## config.mk

```make
export PLATFORM = sky130hd
export DESIGN_NAME = apb_master
export DESIGN_NICKNAME = d
export VERILOG_FILES = /design/src/rtl/apb_pkg.sv /design/src/rtl/apb_master.sv
export SDC_FILE = /design/constraint.sdc
export NUM_CORES = 1
export LEC_CHECK = 0
export ABC_AREA = 1
export BUFFER_PORTS_ARGS = -buffer_cell sky130_fd_sc_hd__buf_2
export CORE_AREA = 4 4 90 92
export DETAILED_ROUTE_END_ITERATION = 10
export DIE_AREA = 0 0 94 96
export GPL_TIMING_DRIVEN = 0
export PLACE_DENSITY = 0.7
export REMOVE_ABC_BUFFERS = 1
export SKIP_LAST_GASP = 1
export SYNTH_ARGS = -nofsm -noshare
export SYNTH_HDL_FRONTEND = slang
export SYNTH_SLANG_ARGS = --single-unit
```

## constraint.sdc

```tcl
create_clock -name clk -period 2.65 [get_ports clk]
set_input_delay 0.3975 -clock clk [delete_from_list [all_inputs] [get_ports clk]]
set_output_delay 0.3975 -clock clk [all_outputs]
set_load 0.05 [all_outputs]
```

## src/rtl/apb_pkg.sv

```systemverilog
// apb_pkg: shared APB widths and the requester state encoding.
package apb_pkg;
    localparam int APB_ADDR_W = 10;
    localparam int APB_DATA_W = 32;
    typedef enum logic [1:0] {IDLE, SETUP, ACCESS} apb_master_state_e;
endpackage

```

## src/rtl/apb_master.sv

```systemverilog
// apb_master: single-outstanding APB requester with wait-state watchdog.
module apb_master
    import apb_pkg::*;
#(
    parameter int ADDR_W  = APB_ADDR_W,
    parameter int DATA_W  = APB_DATA_W,
    parameter int TIMEOUT = 16
) (
    input  logic              clk,
    input  logic              reset,
    input  logic              cmd_valid_i,
    output logic              cmd_ready_o,
    input  logic              cmd_write_i,
    input  logic [ADDR_W-1:0] cmd_addr_i,
    input  logic [DATA_W-1:0] cmd_wdata_i,
    output logic              rsp_valid_o,
    output logic [DATA_W-1:0] rsp_rdata_o,
    output logic              rsp_timeout_o,
    output logic              psel_o,
    output logic              penable_o,
    output logic [ADDR_W-1:0] paddr_o,
    output logic              pwrite_o,
    output logic [DATA_W-1:0] pwdata_o,
    input  logic [DATA_W-1:0] prdata_i,
    input  logic              pready_i
);
    localparam int CNT_W = $clog2(TIMEOUT);
    localparam logic [CNT_W-1:0] CNT_LAST = CNT_W'(TIMEOUT - 1);

    apb_master_state_e r_state, w_next;
    logic [CNT_W-1:0]  r_wait;
    logic              w_access, w_accept, w_timeout, w_done;
    logic              r_rsp_valid, r_rsp_timeout, r_pwrite;
    logic [DATA_W-1:0] r_rsp_rdata, r_pwdata;
    logic [ADDR_W-1:0] r_paddr;

    // A ready completer on the last watchdog cycle still completes normally.
    always_comb begin
        w_access  = r_state == ACCESS;
        w_accept  = cmd_valid_i && r_state == IDLE;
        w_timeout = w_access && !pready_i && r_wait == CNT_LAST;
        w_done    = w_access && (pready_i || w_timeout);
        w_next    = r_state == IDLE  ? (cmd_valid_i ? SETUP : IDLE) :
                    r_state == SETUP ? ACCESS :
                    (w_access && !w_done) ? ACCESS : IDLE;
    end

    always_ff @(posedge clk) begin
        if (reset) begin
            r_state       <= IDLE;
            r_wait        <= '0;
            r_rsp_valid   <= 1'b0;
            r_rsp_timeout <= 1'b0;
            r_rsp_rdata   <= '0;
            r_paddr       <= '0;
            r_pwrite      <= 1'b0;
            r_pwdata      <= '0;
        end else begin
            r_state       <= w_next;
            r_rsp_valid   <= w_done;
            r_rsp_timeout <= w_timeout;
            r_rsp_rdata   <= (w_access && pready_i && !r_pwrite) ? prdata_i : '0;
            if (r_state == SETUP)
                r_wait <= '0;
            else if (w_access && !pready_i && r_wait != CNT_LAST)
                r_wait <= r_wait + CNT_W'(1);
            if (w_accept) begin
                r_paddr  <= cmd_addr_i;
                r_pwrite <= cmd_write_i;
                r_pwdata <= cmd_wdata_i;
            end
        end
    end

    assign cmd_ready_o   = r_state == IDLE;
    assign psel_o        = r_state == SETUP || r_state == ACCESS;
    assign penable_o     = w_access;
    assign paddr_o       = r_paddr;
    assign pwrite_o      = r_pwrite;
    assign pwdata_o      = r_pwdata;
    assign rsp_valid_o   = r_rsp_valid;
    assign rsp_rdata_o   = r_rsp_rdata;
    assign rsp_timeout_o = r_rsp_timeout;
endmodule

```

Word level (Yosys, flattened, before mapping):

Cells that the tools add are included.
W data, S select, Z words.

* bits of input ports: 79
* flip-flop bits (word level): 83
* output and inout bits: 80
* word-level logic and storage cells: 34

* reductions and logical operators: 16
* bitwise operators: 1
* $add $sub $neg: 1
* equal/unequal tests: 4
* mux-type cells: 4

Operators by type and width (count)
* $logic_and A1 B1 Y1: 8
* $mux W2: 3
* $add A4 B1 Y4 const B: 1
* $eq A4 B4 Y1 const B: 1
* $ne A4 B4 Y1 const B: 1
* $reduce_or A2 Y1: 2
* $logic_not A1 Y1: 3
* $eq A2 B1 Y1 const B: 1
* $eq A2 B2 Y1 const B: 1
* $logic_not A2 Y1: 1
* $logic_or A1 B1 Y1: 2
* $mux W1: 1
* $not A1 Y1: 1

Depth between registers and ports, before layout:

Gate-level depths: netlist (run 1).

* depth after elaboration: 10
* gate-level depth with buffers: 9
* gate-level depth less buffers: 9

Worst setup path before layout (run 1):

OpenSTA, ideal clock, no wires.

* kind: flip-flop to flip-flop
* from: register r_state[0]
* to: register r_pwdata[22], in the netlist pwdata_o[22]
* stages on the path, launching flop included: 7
* path slack: 1099 ps
* period minus slack after synthesis: 1551 ps
* buffers on the path: 1
* arrival: 1435 ps
* data required time: 2534 ps
* library setup time: 116 ps
* cells stage by stage: dfxtp_1 > inv_1 > ha_1 > nand2_2 > clkbuf_1 > o21ai_0 > nor2_1

* word-level cells in the longest chain between the ends: 2

RTL lines
* start, declared: line apb_master.sv:30 `apb_master_state_e r_state, w_next;`
* start signal, assigned: line apb_master.sv:59 `r_state <= w_next;`
* $logic_not A2 Y1
* named net cmd_ready_o: line apb_master.sv:12 `output logic cmd_ready_o,`
* $logic_and A1 B1 Y1: line apb_master.sv:40 `w_accept = cmd_valid_i && r_state == IDLE;`
* end signal, assigned: line apb_master.sv:70 `r_pwdata <= cmd_wdata_i;`
* end, declared: line apb_master.sv:34 `logic [DATA_W-1:0] r_rsp_rdata, r_pwdata;`

The timed path passes the listed nets, and every way through them passes these cells.
A chain may end at the register's enable or synchronous reset.

Final worst setup path (run 1):

* from: register r_state[0]
* to: register r_pwdata[8], in the netlist pwdata_o[8]

* word-level cells in the longest chain between the ends: 2

RTL lines (line)
* $logic_not A2 Y1: apb_master.sv:40
* $logic_and A1 B1 Y1: apb_master.sv:40

Every way passes these cells.

==> impl_metrics.toml, run 1 <==
[run_status]
status = "finished, final reports clean"

[critical_path]
worstPathArrival_ns = 2.32
critPathKind = "reg -> reg"
required_ns = 2.87
worst_setup_path_start_kind = "register"
crit_path_end_kind = "register"
crit-reg2reg-launch = "r_state[0]$_SDFF_PP0_"
cp-startpoint = "r_state[0]$_SDFF_PP0_"
cp_max_fo = 45

[floorplanning]
pin_count = 159
coreArea_mm2 = 0.00721
rows = 31
die_x_um = 94
dieHeight_um = 96
die_area_mm2 = 0.00902
start_util = 0.392

[synth]
synth_cell_types = 23
async_flop_share = 0
yosysTopAreaCell = "dfxtp_1"
ys_ff_latch = 83
synth.most_common_cell = "nor2_1"
ys_warn_count = 0
ys_seq_area_frac = 0.588
ys.flop_type = "dfxtp_1"
synth_cells = 338
synth_top_area_share = 0.588
mappedNetlistArea_mm2 = 0.00283
synth.area.top_cells = "dfxtp_1, nor2_1, o21ai_0"
avgSynthCellArea_um2 = 8.36
ys_top_cells_by_count = "nor2_1, dfxtp_1, o21ai_0"
synth_edf_count = 0

[cts]
worstSkewPairLatency_ns = 0.33
path_clk_slew_ns = 0.08
root_buffer = "clkbuf_8"
cts-hold-fix-buffers = 0
cts_buffer_depth = 2
cts_buffers = 9
cts_tree = "built"
cts_sinks = 83
post_cts_buffers = 0
postCtsResizedCells = 0
htreeDepth = 3

[timing]
tightest_slew_ns = 0.723
slew_headroom = 0.517
maxSlewViolCount = 0
min_period_over_period = 0.791
worst_hold_slack_ns = 0.268
rsz0062_at_grt = "no"
hold_viol_final = 0
fin_crit_ns = 2.10
setup_viol_count_final = 0
timing.final.ws_setup_ns = 0.554
skew_ns = 0.00854
fmax_mhz = 477
tns_ns = 0

[cells_and_area]
layout-drive-gt1-share = 0.392
syn_to_final_growth_pct = 36.3
fill_cells = 725
multi_input_area_um2 = 911
stdcell_count = 596
regArea_mm2 = 0.00166
fin_util = 0.534
nNetsFinal = 575
antenna_cells = 0

[drt]
drt_wl_total_mm = 6.86
ant_nets = 0
drt_iter0_markers = 96
route.vias.total = 2534
drc = 0
drt_first_pass_iters = 4
vias_per_cell = 4.25
wl_per_cell_um = 11.5

[global_route]
grt_max_degree = 46
grt_pass1_wl_mm = 10.9
first_global_vias = 2324
grt_remaining_overflow = 0
grt_antenna_before_repair = 0
track_usage = 0.152

[min_path]
min-delay-start = "prdata_i[20]"
min_path_type = "in -> reg"

[pwr]
cellLeakagePower_uw = 0.00207
power_density_mw_per_mm2 = 708
peakVddDrop_mv = 0.423

[placed_design]
gp_congestion = 0.763
pre_cts_ws_ns = 0.533
portBuffers = 158
dp_cells = 580
dpl.hpwl_mm = 5.03

[run]
drv_cap = 0
==> metal layers <==
metal | track usage | up-vias | part of all wire
met5 | 0 | - | 0
met3 | 0.0508 | 6 | 0.066
met2 | 0.265 | 77 | 0.52
met1 | 0.173 | 1124 | 0.40
li1 | - | 1327 | -
met4 | 0.0554 | 0 | 0.014
==> cells in the final DEF (no fill, tap or decap) <==
master,instances
clkbuf_8,9
clkbuf_1,2
a21oi_2,1
nor2_2,12
nand3_1,2
nand4_1,1
inv_2,4
o21ai_0,43
nor2_1,118
o21a_1,1
a21oi_1,1
nor2_4,1
clkinvlp_4,1
nor3_1,1
inv_1,36
bufinv_16,2
ha_1,4
nand2_2,3
clkinv_2,3
dfxtp_1,83
nand3_4,1
buf_2,158
nand2_1,10
==> worst paths after layout <==
path	to	cells past startpoint	slack, ns
setup / recovery	pwdata_o[8]$_SDFFE_PP0P_	6	0.55
hold / removal	rsp_rdata_o[20]$_SDFF_PP0_	3	0.27
setup reg to reg	pwdata_o[8]$_SDFFE_PP0P_	6	0.55
hold reg to reg	paddr_o[8]$_SDFFE_PP0P_	2	0.48
==> cell type report <==
| cell class | instances | area share |
|---|---|---|
| clock inverters | 5 | 0.0201 |
| well taps | 99 | 0.0322 |
| flip-flops and latches | 83 | 0.431 |
| repair buffers | 158 | 0.205 |
| multi-input cells | 199 | 0.237 |
| clock buffers | 11 | 0.0341 |
| inverters | 41 | 0.0403 |
==> metrics by stage <==
stage | instance area (um2) | power [uW]
finish | 3850 | 2730
global route | 3850 | 2870
CTS | 3850 | 2770
detailed placement | 3640 | 1810
global placement | 3640 | 1800
floorplan | 2730 | 1670
==> power by group <==
| group | total, uW | internal, uW | leakage [uW] | switching (uW) |
|---|---|---|---|---|
| clock network | 951 | 529 | 0.000103 | 423 |
| registers | 1330 | 1300 | 0.000679 | 25.6 |
| logic | 449 | 121 | 0.00129 | 328 |
| total | 2730 | 1950 | 0.00207 | 776 |
==> cells by family (layout without fill, tap and decap cells) <==
group,count (synthesis),after routing,share of synthesized area
flops,83,83,0.588
simple gates,149,149,0.221
compound gates,46,46,0.0837
buf+inv,56,215,0.0899
fa+ha+maj,4,4,0.0177
==> sequential cells by signal, indices dropped and copies added, names as in the netlist <==
signal,flops
paddr_o,10
pwdata_o,32
pwrite_o,1
r_state,2
r_wait,4
rsp_rdata_o,32
rsp_timeout_o,1
rsp_valid_o,1
==> worst max-delay path, cell delays in order (launching register included) <==
cell	delay [ns]
dfxtp_1	0.34
inv_1	0.06
ha_1	0.24
nand2_2	0.54
inv_2	0.49
nor2_1	0.21
nor2_1	0.06
(Power assumes the default switching activity.)
==> run 2: changes to the inputs <==
==> constraint.sdc (replaced) <==
create_clock -name clk -period 1.95 [get_ports clk]
set_input_delay 0.2925 -clock clk [delete_from_list [all_inputs] [get_ports clk]]
set_output_delay 0.2925 -clock clk [all_outputs]
set_load 0.05 [all_outputs]
==> impl_metrics.toml, run 2 (synthesis results as in run 1) <==
[run]
drv_cap = 0

[global_route]
track_usage = 0.152
grt_antenna_before_repair = 0
busiest_layer = "met2"
grt_max_degree = 46
met1_usage = 0.173
grt_use_met2 = 0.266
grt_pass1_wl_mm = 10.9
grt_remaining_overflow = 0
use_met3 = 0.0508
first_global_vias = 2327

[timing]
skew_ns = 0.00860
tightest_slew_ns = 0.636
rsz0062_at_grt = "no"
hold_viol_final = 0
maxSlewViolCount = 0
fin_crit_ns = 1.64
slew_headroom = 0.575
fmax_mhz = 611
min_period_over_period = 0.839
setup_viol_count_final = 0

[critical_path]
worstPathArrival_ns = 1.91
worst_setup_path_start_kind = "register"
crit_family = "buffers and inverters"
crit_path_end_kind = "register"
crit_slowest_cell = "inv_4"
crit-reg2reg-launch = "r_state[0]$_SDFF_PP0_"
worstPathCellList = "inv_1, ha_1, nand2_4, inv_4, nor2_1, nor2_1"
cp_max_fo = 45
cpPeakStageDelay_ns = 0.43
cp-startpoint = "r_state[0]$_SDFF_PP0_"
crit_top_cell = "nor2_1"
required_ns = 2.22
critPathKind = "reg -> reg"
critPathBufInv = 2

[cts]
cts_tree = "built"
worstSkewPairLatency_ns = 0.33
root_buffer = "clkbuf_8"
cts_buffer_depth = 2
cts_sinks = 83
cts-hold-fix-buffers = 0
cts_buffers = 9
htreeDepth = 3
path_clk_slew_ns = 0.08
post_cts_buffers = 0

[floorplanning]
die_x_um = 94
coreArea_mm2 = 0.00721
pin_count = 159
start_util = 0.392
rows = 31
die_area_mm2 = 0.00902
dieHeight_um = 96

[placed_design]
portBuffers = 158
gp_congestion = 0.763
placed_area_mm2 = 0.00364
dpl.hpwl_mm = 5.03

[cells_and_area]
nNetsFinal = 575
mostFrequentLayoutCells = "buf_2, nor2_1, dfxtp_1"
syn_to_final_growth_pct = 36.5
final_common_cell = "buf_2"
antenna_cells = 0
layout-drive-gt1-share = 0.392
final_area_mm2 = 0.00386
fill_cells = 725
fin_util = 0.535

[drt]
drc = 0
ant_nets = 0
wl_per_cell_um = 11.5
drt_first_pass_iters = 4
vias_per_cell = 4.27
route.vias.total = 2543
drt_iter0_markers = 97
drt_wl_total_mm = 6.87

[run_status]
status = "finished, final reports clean"

[pwr]
peakVddDrop_mv = 0.575
power_density_mw_per_mm2 = 961
cellLeakagePower_uw = 0.00207

[min_path]
min_path_type = "in -> reg"
min-delay-start = "prdata_i[15]"
-- run 2: final timing paths --
check / end / slack, ns / depth (start not counted)
worst max-delay path: paddr_o[9]$_SDFFE_PP0P_ / 0.31 / 6
worst min-delay path: rsp_rdata_o[15]$_SDFF_PP0_ / 0.16 / 3
worst max register to register: paddr_o[9]$_SDFFE_PP0P_ / 0.31 / 6
worst min register to register: paddr_o[8]$_SDFFE_PP0P_ / 0.48 / 2
-- run 2: report_power, final --
group	leakage, uW	total (uW)	switching, uW	internal (uW)
Combinational	0.00129	612	447	165
Clock	0.000103	1290	574	719
Sequential	0.000679	1800	34.8	1770
Total	0.00207	3710	1060	2650
-- run 2: worst register-to-register path: stages (launching register included) --
cell	delay [ns]
dfxtp_1	0.32
inv_1	0.08
ha_1	0.25
nand2_4	0.27
inv_4	0.45
nor2_1	0.10
nor2_1	0.11
-- run 2: what timing repair did --
action / in CTS / in global routing
endpoints found under the setup margin: 43 / 43
pin swaps: 0 / 0
gates resized for setup: 1 / 2
cloned: 0 / 0
-- run 2: cell type report --
class | instances | area [um2] | area share
clock buffers | 11 | 131 | 0.0340
clock inverters | 5 | 77.6 | 0.0201
inverters | 41 | 158 | 0.0409
multi-input cells | 199 | 916 | 0.237
flip-flops and latches | 83 | 1660 | 0.431
well taps | 99 | 124 | 0.0321
repair buffers | 158 | 791 | 0.205
-- run 2: metal layers --
| layer | up-vias | routed length (um) |
|---|---|---|
| met5 | - | 0 |
| met1 | 1133 | 2760 |
| li1 | 1327 | - |
| met4 | 0 | 97 |
| met2 | 77 | 3570 |
| met3 | 6 | 448 |
-- run 2: stage by stage --
stage          power (uW)  instances  hold slack (ns)  setup WS [ns]  setup TNS [ns]
2_1_floorplan        2270        323            0.365        -0.0449           -1.78
3_3_place_gp         2450        580            0.457         -0.121           -4.91
3_5_place_dp         2460        580            0.465         -0.167           -6.02
4_1_cts              3770        596            0.135         0.0620               0
5_1_grt              3900        596            0.137          0.106               0
6_report             3710        596            0.163          0.314               0
